### src/rtl/seq_pkg.sv
// Shared definitions for the program sequencer: opcode map, branch conditions,
// FSM state encoding and the flag-update rule.
package seq_pkg;

  localparam logic [3:0] OP_NOP        = 4'h0;
  localparam logic [3:0] OP_LOAD_CONST = 4'h1;
  localparam logic [3:0] OP_LOAD_REG   = 4'h2;
  localparam logic [3:0] OP_ADD        = 4'h3;
  localparam logic [3:0] OP_SUB        = 4'h4;
  localparam logic [3:0] OP_AND        = 4'h5;
  localparam logic [3:0] OP_OR         = 4'h6;
  localparam logic [3:0] OP_MUL        = 4'h7;
  localparam logic [3:0] OP_XOR        = 4'h8;
  localparam logic [3:0] OP_NOT        = 4'h9;
  localparam logic [3:0] OP_CMP        = 4'hA;
  localparam logic [3:0] OP_SHL        = 4'hB;
  localparam logic [3:0] OP_SHR        = 4'hC;
  localparam logic [3:0] OP_NEG        = 4'hD;
  localparam logic [3:0] OP_BR         = 4'hE;
  localparam logic [3:0] OP_HALT       = 4'hF;

  localparam logic [1:0] COND_AL = 2'b00;
  localparam logic [1:0] COND_Z  = 2'b01;
  localparam logic [1:0] COND_S  = 2'b10;
  localparam logic [1:0] COND_NZ = 2'b11;

  typedef enum logic [2:0] {
    S_IDLE   = 3'd0,
    S_FETCH  = 3'd1,
    S_DECODE = 3'd2,
    S_ISSUE  = 3'd3,
    S_WAIT   = 3'd4,
    S_HALTED = 3'd5
  } state_t;

  // Loads and shifts leave the flags alone; arithmetic/logic ops update them.
  function automatic logic flag_writer(input logic [3:0] op);
    return ((op >= OP_ADD) && (op <= OP_CMP)) || (op == OP_NEG);
  endfunction

endpackage

### src/rtl/seq_cond_eval.sv
// Branch condition evaluator: decides whether a BR is taken from the latched flags.
module seq_cond_eval
  import seq_pkg::*;
(
  input  logic [1:0] cond,
  input  logic       flag_z,
  input  logic       flag_s,
  output logic       take
);

  always_comb begin
    take = 1'b0;
    case (cond)
      COND_AL: take = 1'b1;
      COND_Z:  take = flag_z;
      COND_S:  take = flag_s;
      COND_NZ: take = ~flag_z;
      default: take = 1'b0;
    endcase
  end

endmodule

### src/rtl/program_sequencer.sv
// Fetches instructions from a program ROM, handles NOP/BR/HALT locally and
// issues every other opcode to the executor, with a watchdog on executor completion.
module program_sequencer
  import seq_pkg::*;
#(
  parameter int A       = 8,
  parameter int TIMEOUT = 15
) (
  input  logic         Clock,
  input  logic         ResetN,
  input  logic         Start,
  output logic [A-1:0] ProgAddr,
  input  logic [19:0]  ProgData,
  output logic [19:0]  OpCode,
  input  logic         ExecDone,
  input  logic         ExecSign,
  input  logic         ExecZero,
  output logic         FlagS,
  output logic         FlagZ,
  output logic         Running,
  output logic         Halted,
  output logic         Fault,
  output logic [15:0]  InstrCount,
  output logic [2:0]   dbg_state
);

  state_t       state, next_state;
  logic [A-1:0] pc, pc_inc;
  logic [19:0]  ir;
  logic [3:0]   wdog;
  logic [3:0]   dec_op;
  logic         br_take;
  logic         wd_expired;

  assign dec_op     = ProgData[19:16];
  assign pc_inc     = pc + A'(1);
  assign wd_expired = (wdog == 4'(TIMEOUT - 1));
  assign dbg_state  = state;

  seq_cond_eval u_cond (
    .cond   (ProgData[9:8]),
    .flag_z (FlagZ),
    .flag_s (FlagS),
    .take   (br_take)
  );

  always_ff @(posedge Clock or negedge ResetN) begin
    if (!ResetN) state <= S_IDLE;
    else         state <= next_state;
  end

  always_comb begin
    next_state = state;
    case (state)
      S_IDLE, S_HALTED: if (Start) next_state = S_FETCH;
      S_FETCH:          next_state = S_DECODE;
      S_DECODE: begin
        if ((dec_op == OP_NOP) || (dec_op == OP_BR)) next_state = S_FETCH;
        else if (dec_op == OP_HALT)                  next_state = S_HALTED;
        else                                         next_state = S_ISSUE;
      end
      S_ISSUE:          next_state = S_WAIT;
      S_WAIT: begin
        if (ExecDone)        next_state = S_FETCH;
        else if (wd_expired) next_state = S_HALTED;
      end
      default:          next_state = S_IDLE;
    endcase
  end

  always_ff @(posedge Clock or negedge ResetN) begin
    if (!ResetN) begin
      pc         <= '0;
      ProgAddr   <= '0;
      ir         <= '0;
      wdog       <= '0;
      FlagS      <= 1'b0;
      FlagZ      <= 1'b0;
      Fault      <= 1'b0;
      InstrCount <= '0;
    end else begin
      case (state)
        S_IDLE, S_HALTED: begin
          if (Start) begin
            pc         <= '0;
            FlagS      <= 1'b0;
            FlagZ      <= 1'b0;
            Fault      <= 1'b0;
            InstrCount <= '0;
          end
        end
        S_FETCH: ProgAddr <= pc;
        S_DECODE: begin
          ir <= ProgData;
          if (dec_op == OP_NOP) begin
            pc         <= pc_inc;
            InstrCount <= InstrCount + 16'd1;
          end else if (dec_op == OP_BR) begin
            pc         <= br_take ? ProgData[A-1:0] : pc_inc;
            InstrCount <= InstrCount + 16'd1;
          end else if (dec_op == OP_HALT) begin
            InstrCount <= InstrCount + 16'd1;
          end
        end
        S_ISSUE: wdog <= '0;
        S_WAIT: begin
          if (ExecDone) begin
            pc         <= pc_inc;
            InstrCount <= InstrCount + 16'd1;
            if (flag_writer(ir[19:16])) begin
              FlagS <= ExecSign;
              FlagZ <= ExecZero;
            end
          end else if (wd_expired) begin
            Fault <= 1'b1;
          end else begin
            wdog <= wdog + 4'd1;
          end
        end
        default: ;
      endcase
    end
  end

  // Executor handshake: a nonzero OpCode at an edge while Done=1 starts the op
  // (Done falls); OpCode is zeroed as soon as Done rises so the op cannot restart.
  always_comb begin
    OpCode  = '0;
    Running = 1'b0;
    Halted  = 1'b0;
    case (state)
      S_ISSUE: OpCode = ir;
      S_WAIT:  if (!ExecDone) OpCode = ir;
      default: ;
    endcase
    Running = (state == S_FETCH) || (state == S_DECODE) ||
              (state == S_ISSUE) || (state == S_WAIT);
    Halted  = (state == S_HALTED);
  end

endmodule
### config.mk
export PLATFORM = sky130hd
export DESIGN_NAME = program_sequencer
export DESIGN_NICKNAME = d
export VERILOG_FILES = /design/src/rtl/seq_pkg.sv /design/src/rtl/seq_cond_eval.sv /design/src/rtl/program_sequencer.sv
export SDC_FILE = /design/constraint.sdc
export NUM_CORES = 1
export LEC_CHECK = 0
export ABC_AREA = 1
export ABC_CLOCK_PERIOD_IN_PS = 1350
export BUFFER_PORTS_ARGS = -buffer_cell sky130_fd_sc_hd__buf_2
export CORE_MARGIN = 8
export CORE_UTILIZATION = 45
export DETAILED_ROUTE_END_ITERATION = 8
export PLACE_DENSITY = 0.71
export SKIP_LAST_GASP = 1
export SLEW_MARGIN = 15
export SYNTH_ARGS = -nofsm -noshare
export SYNTH_HDL_FRONTEND = slang
export SYNTH_HIERARCHICAL = 1
export SYNTH_SLANG_ARGS = --single-unit
### constraint.sdc
create_clock -name Clock -period 1.35 [get_ports Clock]
set_input_delay 0.2025 -clock Clock [delete_from_list [all_inputs] [get_ports Clock]]
set_output_delay 0.2025 -clock Clock [all_outputs]
set_load 0.02 [all_outputs]
==> reports/metrics.cfg <==
[worst_setup_path]
crit_path_max_incr_delay_ns=0.43
cp.arrival_ns=1.63
critical_path.cell_chain=nor2_2 > nand3b_1 > nand2_2 > inv_4 > buf_8 > nor2_4 > buf_6
crit_path_top_delay_cell=dfrtp_2
critPathLaunchType=flip-flop
crit_fanout=6
required_ns=1.15
worstSetupPathType=reg -> out
end_kind=output pin

[run_status]
run_status=finished with violations
violations=setup timing

[logic_synthesis]
synth_area_per_cell_um2=7.13
syn-num-nets=519
yosysTopAreaCell=dfrtp_1
netlist.area_leader.share_pct=44.5
mappedNetlistArea_um2=3490
seq_area_frac_synth_pct=44.5
synth_cell_type_count=30
ys_top_cells_by_area=dfrtp_1 (45%), nand2_1 (18%), o21ai_0 (6.2%)
synth.top_cells.by_count=nand2_1 (167), dfrtp_1 (62), inv_1 (55), nor2_1 (55), o21ai_0 (43)
synth_cells=489
synth-seq-cells=62
synth_ff_type=dfrtp_1
synth_edf_count=0
yosys.cell_count.top_type=nand2_1
synth-async-reset-ratio_pct=100
yosys_warnings=6

[cts]
cts.sinks=62
cts_tree=done
clkTransAtPathRegs_ns=0.07
numCtsBuffers=9
ctsRootBufferMaster=clkbuf_8
clk_latency_ns=0.35
cts_buffer_depth=2
htreeDepth=3

[grt]
grt_max_degree=63
grt_overflow_total=0
grt_pass1_wl_um=19000
grtUsageTotal_pct=21.2
antenna_found_initial=0
grt_pass1_vias=4211

[detailed_routing]
postRouteAntennaNets=0
drc=0
finalWirelength_um=12000
drt_iter0_markers=209
post_drt_wl_per_cell_um=15.6
dr.pass1.iters=5
via_per_inst=5.14
num_vias=3939

[layout]
drive_gt1_share_pct=39.9
multi_input_area_um2=2010
fin_nets=689
fin_util_pct=74.8
fillers=513
syn_to_final_growth_pct=63.3
seq_area_um2=1560
antennaDiodeCount=0
finalInstanceArea_um2=5690

[timing]
fin_ws_ns=-0.485
rsz0062_at_grt=yes
relSlewSlack_pct=77.0
finClkSkew_ns=0.00818
period_share_pct=136
hold_violations=0
tightest_slew_ns=0.344
period_needed_ns=1.83
whs_ns=0.0593
maxSlewViolCount=0
timing.setup.tns_ns=-22.80
setup_viol=83
clock.fmax_ghz=0.545

[power]
power.leakage_nw=2.87
power.density_nw_per_um2=2150
finalPower_w=0.0122
peakVddDrop_uv=1240

[die]
pin_count=78
die_area_um2=10800
die_height_um=104
fp.dieW_um=104
rows=32
initial_core_util_pct=45.8
core_region_area_um2=7610

[job]
max_cap_viol_count=0

[placed_design]
dp_hpwl_um=7160
numPortBuffers=77
routabilityCongestion=0.884
place_area_um2=4610

[min_path]
hold_class=in -> reg

==> through the flow <==
stage / std cells / worst slack (ns)
after CTS: 758 / -0.451
final: 766 / -0.485
after global routing: 766 / -0.519
after detailed placement: 716 / -0.212
after global placement: 716 / -0.151
after floorplan: 489 / -0.123
==> kinds of logic after synthesis <==
group | share of synthesized area [%]
flops | 44.5
compound gates | 8.79
xor+xnor | 2.51
simple gates | 33.9
mux | 0.646
buf+inv | 8.18
fa+ha+maj | 1.44
==> per-layer routing <==
layer | up-vias | part of all wire, % | GRT usage (%) | wire (um)
met3 | 59 | 5.5 | 5.27 | 661
li1 | 1871 | - | - | -
met4 | 0 | 5.9 | 12.7 | 711
met2 | 157 | 52 | 38.6 | 6180
met1 | 1852 | 37 | 21.4 | 4420
met5 | - | 0 | 0 | 0
==> path summary, 6_finish.rpt <==
check	slack, ns	end	from	cells past startpoint
setup / recovery	-0.48	OpCode[14]	dbg_state[0]	7
hold / removal	0.06	ir[13]	ProgData[13]	3
setup reg to reg	-0.36	InstrCount[9]	dbg_state[0]	11
hold reg to reg	0.48	ProgAddr[0]	ProgAddr[0]	2
max in group asynchronous	0.65	dbg_state[0]	ResetN	3
min in group asynchronous	0.39	InstrCount[8]	ResetN	3
==> power by group <==
group	total (W)	internal (W)	leakage (nW)	switching, W
registers	0.00273	0.00240	0.818	0.000326
logic	0.00755	0.00359	1.94	0.00397
clock network	0.00196	0.00123	0.115	0.000738
total	0.0122	0.00721	2.87	0.00503
==> worst max-delay path, delay by kind of cell, from the launching register on <==
kind / cells / cell delay, ns
buffers and inverters: 3 / 0.35
DFF: 1 / 0.43
and+or+nand+nor: 4 / 0.50
==> final cells by class <==
cell class	instances	area share [%]
Clock buffer	12	2.37
Clock inverter	4	1.67
Inverter	61	4.37
Multi-Input combinational cell	356	35.3
Sequential cell	62	27.3
Tap cell	102	2.24
Timing Repair Buffer	169	26.7
==> registers in the layout, indices dropped and copies added (netlist names) <==
signal      cells
ir             20
InstrCount     16
ProgAddr        8
pc              8
wdog            4
dbg_state       3
Fault           1
FlagS           1
FlagZ           1
==> timing repair <==
item,CTS,global route
gates resized for setup,101,45
hold endpoints to repair,62,0
hold buffers,1,0
endpoints found under the setup margin,62,84
buffers inserted,20,11
gates cloned,6,2
pin swaps,15,16
==> layout by cell type (no fill, tap or decap), drive strengths merged, types with 2 or more instances in the layout <==
| cell | netlist | routed |
|---|---|---|
| nand2 | 170 | 170 |
| buf | 5 | 164 |
| dfrtp | 62 | 62 |
| inv | 61 | 61 |
| nor2 | 60 | 61 |
| o21ai | 50 | 50 |
| nand3 | 35 | 35 |
| clkbuf | 6 | 13 |
| xor2 | 8 | 8 |
| nor3 | 6 | 6 |
| a21oi | 6 | 6 |
| ha | 4 | 4 |
| or2 | 3 | 3 |
| nand4 | 3 | 3 |
| bufinv | 0 | 3 |
| bufbuf | 0 | 3 |
| nand3b | 2 | 2 |
| xnor2 | 2 | 2 |
| mux2 | 2 | 2 |
| o21bai | 2 | 2 |
Power figures use the tool's default switching activity.
